File: config.mk
export PLATFORM = sky130hd
export DESIGN_NAME = ntt_pre_proc_ctrl
export DESIGN_NICKNAME = d
export VERILOG_FILES = /design/src/rtl/ntt_pre_proc_ctrl.sv
export SDC_FILE = /design/constraint.sdc
export NUM_CORES = 1
export LEC_CHECK = 0
export CAP_MARGIN = 20
export CORE_MARGIN = 3
export CORE_UTILIZATION = 35
export CTS_CLUSTER_DIAMETER = 120
export DETAILED_ROUTE_END_ITERATION = 8
export PLACE_DENSITY = 0.62
export SLEW_MARGIN = 10
export SYNTH_ARGS = -nofsm -noshare
export SYNTH_HDL_FRONTEND = slang
export SYNTH_SLANG_ARGS = --single-unit
File: constraint.sdc
create_clock -name clk -period 3.6 [get_ports clk]
set_clock_uncertainty 0.05 [all_clocks]
set_input_delay 0.36 -clock clk [delete_from_list [all_inputs] [get_ports clk]]
set_output_delay 0.36 -clock clk [all_outputs]
set_load 0.02 [all_outputs]
File: src/rtl/ntt_pre_proc_ctrl.sv
// ntt_pre_proc_ctrl: load / wait-full / compute / drain sequencer for the NTT pre-processing unit
module ntt_pre_proc_ctrl #(
  parameter int N       = 256,
  parameter int LANES   = 8,
  parameter int CW      = 8,
  parameter int PIPE    = 4,
  parameter int FULL_TO = 16
) (
  input  logic          clk,
  input  logic          rst,
  input  logic          start,
  input  logic          mode,
  input  logic          in_valid,
  output logic          in_ready,
  input  logic          full,
  input  logic          half_full,
  input  logic          hold,
  output logic          int_o,
  output logic          out_o,
  output logic          ntt_intt_sel,
  output logic [CW-1:0] counter,
  output logic [CW:0]   load_cnt,
  output logic          busy,
  output logic          done,
  output logic          err
);
  localparam int GW = $clog2(N / LANES);
  localparam int TW = $clog2(FULL_TO);
  localparam int DW = $clog2(PIPE + 1);
  typedef enum logic [2:0] {IDLE, LOAD, WAIT_FULL, COMPUTE, DRAIN, DONE} state_t;
  state_t state_q, state_d;
  logic sel_q, sel_d, err_q, err_d, hf_pend_q, hf_pend_d;
  logic [CW-1:0] cnt_q, cnt_d;
  logic [CW:0] lcnt_q, lcnt_d;
  logic [TW-1:0] tmo_q, tmo_d;
  logic [DW-1:0] drn_q, drn_d;
  logic beat, last;
  assign beat = state_q == LOAD && in_valid;
  // last schedule slot: final group of the final stage
  assign last = cnt_q[CW-1:GW] == (CW-GW)'(LANES - 1) && cnt_q[GW-1:0] == GW'(N / LANES - 1);
  always_comb begin
    state_d   = state_q;
    sel_d     = sel_q;
    err_d     = err_q;
    cnt_d     = cnt_q;
    lcnt_d    = lcnt_q;
    tmo_d     = '0;
    drn_d     = '0;
    hf_pend_d = beat && lcnt_q == (CW+1)'(N / 2 - 1);
    if (hf_pend_q && !half_full) err_d = 1'b1;
    case (state_q)
      IDLE: if (start) begin
        state_d = LOAD;
        sel_d   = mode;
        err_d   = 1'b0;
        cnt_d   = '0;
        lcnt_d  = '0;
      end
      LOAD: if (in_valid) begin
        lcnt_d  = lcnt_q + 1'b1;
        state_d = lcnt_q == (CW+1)'(N - 1) ? WAIT_FULL : LOAD;
      end
      WAIT_FULL: if (full) state_d = COMPUTE;
      else if (tmo_q == TW'(FULL_TO - 2)) begin
        state_d = DONE;
        err_d   = 1'b1;
      end else tmo_d = tmo_q + 1'b1;
      COMPUTE: if (!hold) begin
        cnt_d   = cnt_q + 1'b1;
        state_d = last ? DRAIN : COMPUTE;
      end
      DRAIN: if (drn_q == DW'(PIPE)) state_d = DONE;
      else drn_d = drn_q + 1'b1;
      DONE:    state_d = IDLE;
      default: state_d = IDLE;
    endcase
  end
  always_ff @(posedge clk) begin
    if (rst) begin
      state_q   <= IDLE;
      sel_q     <= 1'b0;
      err_q     <= 1'b0;
      hf_pend_q <= 1'b0;
      cnt_q     <= '0;
      lcnt_q    <= '0;
      tmo_q     <= '0;
      drn_q     <= '0;
    end else begin
      state_q   <= state_d;
      sel_q     <= sel_d;
      err_q     <= err_d;
      hf_pend_q <= hf_pend_d;
      cnt_q     <= cnt_d;
      lcnt_q    <= lcnt_d;
      tmo_q     <= tmo_d;
      drn_q     <= drn_d;
    end
  end
  assign in_ready     = state_q == LOAD;
  assign int_o        = beat;
  assign out_o        = state_q == COMPUTE && !hold;
  assign ntt_intt_sel = sel_q;
  assign counter      = cnt_q;
  assign load_cnt     = lcnt_q;
  assign busy         = state_q != IDLE;
  assign done         = state_q == DONE;
  assign err          = err_q;
endmodule

Yosys cells after proc, flatten, opt, wreduce, memory -nomap -nowiden
Index checks and enable logic that the tools add are counted.
{"block": "totals", "ff_bits": 30, "in_bits": 8, "output_inout_bits": 24, "word_cells": 67}
{"block": "op_classes", "add_sub_neg": 4, "n_eq_ne": 16, "n_mux": 20, "bitwise": 2, "reduce_logical": 17}
{"cell": "$mux W3", "n": 7}
{"cell": "$mux W9", "n": 2}
{"cell": "$pmux W9 S2", "n": 1}
{"cell": "$mux W8", "n": 2}
{"cell": "$pmux W8 S2", "n": 1}
{"cell": "$pmux W3 S5", "n": 1}
{"cell": "$eq A3 B3 Y1 const B", "n": 4}
{"cell": "$add A9 B1 Y9 const B", "n": 1}
{"cell": "$eq A9 B7 Y1 const B", "n": 1}
{"cell": "$eq A9 B8 Y1 const B", "n": 1}
{"cell": "$add A8 B1 Y8 const B", "n": 1}
{"cell": "$ne A2 B2 Y1 const B", "n": 4}
{"cell": "$eq A3 B2 Y1 const B", "n": 2}
{"cell": "$reduce_and A3 Y1", "n": 2}
{"cell": "$eq A5 B5 Y1 const B", "n": 1}
{"cell": "$logic_and A1 B1 Y1", "n": 5}
{"cell": "$reduce_and A5 Y1", "n": 1}
{"cell": "$add A4 B1 Y4 const B", "n": 1}
{"cell": "$eq A4 B4 Y1 const B", "n": 1}
{"cell": "$mux W1", "n": 4}
{"cell": "$reduce_bool A2 Y1", "n": 2}
{"cell": "$reduce_or A4 Y1", "n": 1}
{"cell": "$add A3 B1 Y3 const B", "n": 1}
{"cell": "$eq A3 B1 Y1 const B", "n": 1}
{"cell": "other kinds (9)", "n": 11}

Longest topological paths before layout
Gate-level depths: netlist of run 1.
{"block": "depth", "word_depth": 6, "ltp_mapped": 8, "depth_no_buf": 8}

Worst setup path before layout of run 1
Ideal clock, no wire load.
{"block": "synth_path", "kind": "register to register", "startpoint": "register lcnt_q[0], in the netlist load_cnt[0]", "endpoint": "register state_q[0]", "setup_ps": 72, "arrival_time_ps": 1690, "t_required_ps": 3478, "slack_ps": 1788, "stages_incl_launch_ff": 9, "n_path_buf": 0, "period_less_slack_ps": 1812, "path_cell_list": "dfxtp_1 ha_1 nand3_1 nor2_1 ha_1 nor2b_1 o22ai_1 or3b_2 mux2i_1"}
{"block": "synth_between", "elab_chain_cells": 4}
{"element": "start, declared", "line": "34", "text": "logic [CW:0] lcnt_q, lcnt_d;"}
{"element": "start signal, assigned", "line": "94", "text": "lcnt_q <= lcnt_d;"}
{"element": "$eq A9 B8 Y1", "line": "61", "text": "state_d = lcnt_q == (CW+1)'(N - 1) ? WAIT_FULL : LOAD;"}
{"element": "$mux W2", "line": "61"}
{"element": "$mux W3", "line": "59", "text": "LOAD: if (in_valid) begin"}
{"element": "$pmux W3 S5", "line": "51", "text": "case (state_q)"}
{"element": "end signal, assigned", "line": "89", "text": "state_q <= state_d;"}
{"element": "end, declared", "line": "31", "text": "state_t state_q, state_d;"}
No other way between the ends. The select of a mux whose other input is x is not followed.
A chain may end at the register's enable or synchronous reset.

Worst setup path after layout of run 1
{"block": "layout_path", "startpoint": "register state_q[0]", "endpoint": "output port out_o"}
{"block": "layout_between", "elab_chain_cells": 2}
{"element": "$eq A3 B2 Y1", "line": "101", "text": "assign out_o = state_q == COMPUTE && !hold;"}
{"element": "$logic_and A1 B1 Y1", "line": "101"}
{"element": "end, declared", "line": "19", "text": "output logic out_o,"}
No other way between the ends.

==> metrics, run 1 <==
Die Wd 72.1 um; vias in the first global route 1228; setup violators final 0; post-synthesis async set-or-reset flop share 0; Final Critical Period 2.46 ns; final WL 3290 um; CP startpoint kind register; DRT Pass-1 Iters 4; Remaining Overflow, GRT 0; placed cell area 0.00188 mm^2; PD cells 349 mW/mm^2; clock sinks 30; Setup Fix Bufs, Post-CTS 0; Final Cycle Share 0.684; antenna violations before repair 0; Buf/Inv on CP 1; DRC viols 0; Rel. slew slack 0.583; FF/Latch Area 601 um^2; count leader, synth dfxtp_1; CTS tree done; routability cong. 0.839; Pleak 0.687 nW; Critical Path RT 3.19 ns; Tot GR Track Use 0.137; sequential share of the synthesized area 0.393; first-pass GRT wire length 5590 um; hold buffers post-CTS 0; critical path endpoint category output pin; Final Util 0.477; total number of vias 1349; CP Cell Sequence nor2b_1 -> and2_1 -> clkdlybuf4s50_1; worst-skew pair later-pin latency 0.27 ns; Seq cells post-synth 30; area share of the largest cell type after synthesis 0.393; setup TNS 0 ns; Hold Crit Class reg2reg; CTS clk-pin slew, worst paths about 0.06 ns; Pins Over Slew Limit 0; Synth Flop Type dfxtp_1; fillcell total 417; Starting Density 0.372; Synth area leaders dfxtp_1 39%, nor2_1 6.9%, ha_1 6.5%; Yosys warning total 0; Core Region 0.00412 mm^2; status completed; net count of the mapped netlist 196; Post-Synthesis Cells 180; CTS Buffer Depth 2; maximum VDD drop between 150 and 200 uV; Place WS around 1.2 ns; Post-Synthesis Cell Area approximately 0.0015 mm^2; critical path's largest stage delay 0.72 ns; RSZ-0062 raised after global routing no; clock root cell clkbuf_8; worst endpoint data arrival time between 2 and 2.5 ns; num rows 23; crit path max fanout 21; FMAX 406 MHz; Die Ht 72.1 um; Worst Tran Pin Value ~0.62 ns; pin count of the biggest net entering global routing 22; footprint of the multi-input gates 875 um^2; setup ws final 1.14 ns; Final Power 686 uW; PortBufs 31; design area 0.00196 mm^2; # nets final 228; EDFF count, synth 0; H-tree levels 2; CTS Buf Count 5; P&R area growth vs syn 28.5%; Setup CP Type reg2out; CTS resizes 0; DP Wirelength 2410 um; I/O pin cnt 32; delay-heaviest family, CP flip-flops; DIE AREA 0.00520 mm^2; Commonest cells post-synth 30 x dfxtp_1, 28 x nor2_1, 12 x nand2_1; vias per cell ~5.2; Antenna Nets Post-Route 0; largest area contributor in the netlist dfxtp_1; Avg WL per Cell 12.6 um; max cap viols 0; slowest cell on the critical path dfxtp_1; layout cells sized above 1 0.0474; n_diodes 0; Mapped Avg Cell Area 8.49 um^2; number of distinct library cells after synthesis 43; initial DRC count 58; final hold vios 0
[cell type report]
cell class / instances / share of cell area
well taps: 50 / 0.0318
repair buffers: 32 / 0.162
inverters: 7 / 0.0134
multi-input cells: 136 / 0.445
clock buffers: 6 / 0.0420
flip-flops and latches: 30 / 0.306
[state kept, by name, summed over array words and instances (netlist names)]
signal / cells
ntt_intt_sel: 1
drn_q: 3
err: 1
hf_pend_q: 1
counter: 8
state_q: 3
tmo_q: 4
load_cnt: 9
[layout by cell type (no fill, tap or decap), types with 5 or more instances in the layout]
master and count:
a21oi_1 8, nor2b_1 5, clkdlybuf4s50_1 31, nand2_1 12, xnor2_1 8, inv_1 7, mux2i_1 5, clkbuf_8 6
dfxtp_1 30, ha_1 8, nor2_1 28, nand3_1 11
[final timing paths]
kind | slack (ns) | from | cells past startpoint | endpoint
worst max-delay path | 1.14 | state_q[0]$_SDFFE_PP0P_ | 3 | out_o
worst min register to register | 0.39 | drn_q[0]$_SDFF_PP0_ | 1 | drn_q[0]$_SDFF_PP0_
worst max register to register | 1.56 | state_q[0]$_SDFFE_PP0P_ | 4 | counter[6]$_SDFFE_PP0P_
worst min-delay path | 0.39 | drn_q[0]$_SDFF_PP0_ | 1 | drn_q[0]$_SDFF_PP0_
[layer usage]
metal,GRT usage,part of all wire,vias to the layer above
li1,-,-,699
met2,0.217,0.45,24
met1,0.176,0.49,619
met3,0.0374,0.041,7
met5,0,0,-
met4,0.0564,0.016,0
[kinds of logic after synthesis]
family / Yosys count / synth area share
adder cells (fa/ha/maj): 8 / 0.0655
flip-flops: 30 / 0.393
XOR/XNOR: 9 / 0.0516
AO/OA/AOI/OAI: 24 / 0.110
AND/OR/NAND/NOR: 90 / 0.313
buffers and inverters: 14 / 0.0352
multiplexers: 5 / 0.0327
[power by group]
group | switching (mW) | internal (mW)
combinational | 0.0409 | 0.0356
sequential | 0.0105 | 0.336
clock | 0.116 | 0.147
[worst reg2reg max path: cells and delay by family, from the launching register on]
| family | cells | cell delay (ns) |
|---|---|---|
| and+or+nand+nor | 2 | 1.00 |
| DFF | 1 | 0.51 |
| AOI/OAI and AO/OA | 2 | 0.42 |
[stage by stage]
stage               hold WS, ns  instances
floorplan                 0.367        180
global placement          0.383        255
detailed placement        0.386        255
CTS                       0.394        261
global route              0.409        261
finish                    0.391        261
Note: power is estimated with default switching activity, not from simulation.
==> inputs of run 2 (changes only) <==
- clock period: 3.6 -> 2.55 ns (I/O delays scaled with it)
==> metrics, run 2 (synthesized netlist as in run 1, its figures left out) <==
status completed (unchanged); design area 0.00200 mm^2 (was 0.00196 mm^2); setup violators final 0 (unchanged); hold depth 1 (unchanged); antenna violations before repair 0 (unchanged); hold buffers post-CTS 0 (unchanged); Rel. slew slack 0.578 (was 0.583); Min Hold Slack 0.399 ns (was 0.391 ns); layout cells sized above 1 0.0607 (was 0.0474); Final Critical Period approximately 2.4 ns; FMAX about 420 MHz; routability cong. 0.817 (was 0.839); total number of vias 1373 (was 1349); setup ws final 0.188 ns (was 1.14 ns); I/O pin cnt 32 (unchanged); hold endpoint drn_q[0]$_SDFF_PP0_ (unchanged); clock root cell clkbuf_8 (unchanged); final WL 3380 um (was 3290 um); placed cell area 0.00189 mm^2 (was 0.00188 mm^2); clock share of power 0.428 (was 0.383); CP startpoint kind register (unchanged); Hold Crit Class reg2reg (unchanged); internal power 797 uW (was 518 uW); Setup CP Type reg2out (unchanged); DRT Pass-1 Iters 4 (unchanged); maximum VDD drop 297 uV (was 198 uV); DIE AREA 0.00520 mm^2 (unchanged); crit path max fanout 21 (unchanged); DRC viols 0 (unchanged); setup TNS 0 ns (unchanged); Die Wd 72.1 um (unchanged); PD cells 524 mW/mm^2 (was 349 mW/mm^2); Reg-to-Reg End counter[6]$_SDFFE_PP0P_ (unchanged); commonest non-fill, non-tap cell in the layout clkdlybuf4s50_1 (unchanged); sequential power share 0.466 (was 0.505); max cap viols 0 (unchanged); final hold vios 0 (unchanged); n_diodes 0 (unchanged); CTS tree done (unchanged); CTS clk-pin slew, worst paths 0.06 ns (about the same); DP Wirelength 2450 um (was 2410 um); Worst Tran Pin Value 0.632 ns (was 0.624 ns); clock sinks 30 (unchanged); H-tree levels 2 (unchanged); worst-skew pair later-pin latency 0.28 ns (was 0.27 ns); worst endpoint data arrival time 2.06 ns (was 2.05 ns); Tot GR Track Use 0.138 (was 0.137); Critical Path RT 2.25 ns (was 3.19 ns); number of flip-flops under the largest register name 9 (unchanged); vias in the first global route 1230 (was 1228); Reg2Reg Depth 4 (unchanged); Psw 251 uW (was 167 uW); CTS resizes 0 (unchanged); Cell Count Post-Placement 256 (was 255); Die Ht 72.1 um (unchanged); r2r setup slk 0.47 ns (was 1.56 ns); CTS Buf Count 5 (unchanged); RSZ-0062 raised after global routing no (unchanged); Combinational Power Share 0.105 (was 0.112); # nets final 229 (was 228); CTS Buffer Depth 2 (unchanged); Setup Fix Bufs, Post-CTS 0 (unchanged); Pleak 0.707 nW (was 0.687 nW); Avg WL per Cell 12.8 um (was 12.6 um); Hold Crit Start drn_q[0]$_SDFF_PP0_ (unchanged); pin count of the biggest net entering global routing 22 (unchanged); Final Cycle Share 0.926; critical path endpoint category output pin (unchanged); PortBufs 31 (unchanged); Antenna Nets Post-Route 0 (unchanged); final cell count without fillers 264 (was 261); initial DRC count 67 (was 58); first-pass GRT wire length 5510 um (was 5590 um); Place WS 0.279 ns (was 1.24 ns); P&R area growth vs syn 30.8% (was 28.5%); most frequent cells in the layout 31 x clkdlybuf4s50_1, 30 x dfxtp_1, 28 x nor2_1 (unchanged); Pins Over Slew Limit 0 (unchanged); Remaining Overflow, GRT 0 (unchanged); num rows 23 (unchanged); Sw Ratio 0.239 (was 0.244); Core Region 0.00412 mm^2 (unchanged); worst r2r src state_q[0]$_SDFFE_PP0P_ (unchanged); Starting Density 0.372 (unchanged); vias per cell 5.20 (was 5.17)
## run 2: cell type report
cell class | count | area, um^2
fillers | 396 | 2120
multi-input cells | 136 | 875
flip-flops and latches | 30 | 601
repair buffers | 33 | 325
clock buffers | 8 | 110
well taps | 50 | 62.6
inverters | 7 | 26.3
## run 2: layer usage
metal / share of wire / vias up / GRT usage
met2: 0.44 / 32 / 0.202
met4: 0.026 / 0 / 0.0877
met1: 0.49 / 628 / 0.175
li1: - / 704 / -
met5: 0 / - / 0
met3: 0.046 / 9 / 0.0402
## run 2: worst max-delay path: stages (launching register included)
cell and delay, ns:
dfxtp_1 0.72, nor2b_1 0.23, and2_1 0.20, clkdlybuf4s50_1 0.62
## run 2: how the worst max path moves through the flow
stage | start | end
2_1_floorplan | load_cnt[0]$_SDFFE_PP0P_ | state_q[0]$_SDFFE_PP0P_
3_3_place_gp | start | counter[6]$_SDFFE_PP0P_
3_5_place_dp | start | counter[6]$_SDFFE_PP0P_
4_1_cts | state_q[0]$_SDFFE_PP0P_ | out_o
5_1_grt | state_q[0]$_SDFFE_PP0P_ | out_o
6_report | state_q[0]$_SDFFE_PP0P_ | out_o
## run 2: power by group through the flow
| stage | combinational (mW) | clock [mW] | sequential, mW |
|---|---|---|---|
| global placement | 0.110 | 0 | 0.499 |
| finish | 0.110 | 0.449 | 0.489 |
| floorplan | 0.0702 | 0 | 0.491 |
| detailed placement | 0.110 | 0 | 0.499 |
| global route | 0.122 | 0.482 | 0.491 |
| CTS | 0.111 | 0.463 | 0.488 |
## run 2: per-stage QoR
stage | util | power, mW
after floorplan | - | 0.561
after global placement | 0.459 | 0.609
after detailed placement | 0.459 | 0.610
after CTS | 0.486 | 1.06
after global routing | 0.486 | 1.09
final | 0.486 | 1.05
==> inputs of run 3 (changes only) <==
- CORE_ASPECT_RATIO: not set -> 0.7
- GPL_TIMING_DRIVEN: not set -> 0
==> metrics, run 3 (synthesized netlist as in run 1, its figures left out) <==
status completed (unchanged); Die Ht 61.3 um (was 72.1 um); n_diodes 0 (unchanged); worst endpoint data arrival time 2.01 ns (was 2.06 ns); DRC viols 0 (unchanged); routability cong. 0.897 (was 0.817); RSZ-0062 raised after global routing no (unchanged); hold buffers post-CTS 0 (unchanged); setup violators final 0 (unchanged); placed cell area 0.00190 mm^2 (was 0.00189 mm^2); antenna violations before repair 0 (unchanged); first-pass GRT wire length 5800 um (was 5510 um); H-tree levels 2 (unchanged); fillcell total 403 (was 396); maximum VDD drop 266 uV (was 297 uV); Hold Crit Class reg2reg (unchanged); Final Critical Period 2.32 ns (was 2.36 ns); CTS clk-pin slew, worst paths 0.06 ns (about the same); total number of vias 1344 (was 1373); Starting Density 0.376 (was 0.372); vias in the first global route 1208 (was 1230); hold depth 1 (unchanged); Hold Crit Start drn_q[0]$_SDFF_PP0_ (unchanged); CTS tree done (unchanged); setup TNS 0 ns (unchanged); num rows 19 (was 23); initial DRC count 57 (was 67); vias per cell 4.98 (was 5.20); critical path startpoint state_q[1]$_SDFFE_PP0P_ (was state_q[0]$_SDFFE_PP0P_); Tot GR Track Use 0.144 (was 0.138); CP startpoint kind register (unchanged); Setup CP Type reg2out (unchanged); critical path endpoint category output pin (unchanged); commonest non-fill, non-tap cell in the layout clkdlybuf4s50_1 (unchanged); number of flip-flops under the largest register name 9 (unchanged); CTS Buf Count 5 (unchanged); Die Wd 85.0 um (was 72.1 um); max cap viols 0 (unchanged); Pleak 0.689 nW (was 0.707 nW); Core Region 0.00407 mm^2 (was 0.00412 mm^2); Setup Fix Bufs, Post-CTS 0 (unchanged); Reg2Reg Depth 5 (was 4); design area 0.00198 mm^2 (was 0.00200 mm^2); DP Wirelength 2500 um (was 2450 um); P&R area growth vs syn 29.5% (was 30.8%); I/O pin cnt 32 (unchanged); worst-skew pair later-pin latency 0.28 ns (about the same); DIE AREA 0.00521 mm^2 (was 0.00520 mm^2); FMAX 431 MHz (was 423 MHz); clock sinks 30 (unchanged); layout cells sized above 1 0.0413 (was 0.0607); Final Cycle Share 0.909 (was 0.926); Critical Path RT 2.25 ns (about the same); PortBufs 31 (unchanged); Avg WL per Cell 12.4 um (was 12.8 um); final WL 3340 um (was 3380 um); worst r2r src state_q[2]$_SDFFE_PP0P_ (was state_q[0]$_SDFFE_PP0P_); Rel. slew slack 0.491 (was 0.578); Remaining Overflow, GRT 0 (unchanged); PD cells 482 mW/mm^2 (was 524 mW/mm^2); Pins Over Slew Limit 0 (unchanged); Worst Tran Pin Value 0.753 ns (was 0.632 ns); clock root cell clkbuf_8 (unchanged); # nets final 234 (was 229); Final Util 0.487 (was 0.486); Min Hold Slack 0.396 ns (was 0.399 ns); pin count of the biggest net entering global routing 11 (was 22); CTS Buffer Depth 2 (unchanged); CTS resizes 0 (unchanged); final hold vios 0 (unchanged); crit path max fanout 10 (was 21); Antenna Nets Post-Route 0 (unchanged); DRT Pass-1 Iters 4 (unchanged); most frequent cells in the layout 31 x clkdlybuf4s50_1, 30 x dfxtp_1, 28 x nor2_1 (unchanged)
-- run 3: through the flow --
step                total power [mW]  instances  setup WS [ns]
detailed placement             0.609        263          0.118
global route                    1.01        270         0.0888
CTS                            0.971        270          0.224
global placement               0.611        263         0.0826
floorplan                      0.561        180          0.738
finish                         0.954        270          0.232
-- run 3: critical path, cell delays in order, from the launching register on --
cell	delay, ns
dfxtp_1	0.47
clkbuf_1	0.37
nand4bb_1	0.30
inv_1	0.06
clkdlybuf4s50_1	0.53
-- run 3: layout make-up --
cell class / instances / area, um^2 / share of cell area
multi-input cells: 136 / 875 / 0.442
flip-flops and latches: 30 / 601 / 0.303
repair buffers: 31 / 310 / 0.157
clock buffers: 7 / 76.3 / 0.0385
well taps: 52 / 65.1 / 0.0328
plain buffers: 7 / 27.5 / 0.0139
inverters: 7 / 26.3 / 0.0133
-- run 3: where the power goes --
group / switching [mW] / internal, mW
combinational: 0.0701 / 0.0514
sequential: 0.00391 / 0.474
clock: 0.168 / 0.187
total: 0.241 / 0.713
-- run 3: worst paths after layout --
kind,endpoint,slack [ns]
worst max-delay path,int_o,0.23
worst min-delay path,drn_q[0]$_SDFF_PP0_,0.40
worst max register to register,counter[3]$_SDFFE_PP0P_,0.52
worst min register to register,drn_q[0]$_SDFF_PP0_,0.40
-- run 3: routing by layer --
layer	global-route usage	share of wire	vias up	routed length (um)
met2	0.190	0.38	30	1280
met1	0.209	0.53	590	1790
met3	0.0495	0.061	10	205
met4	0.0609	0.020	0	68
met5	0	0	-	0
li1	-	-	714	-
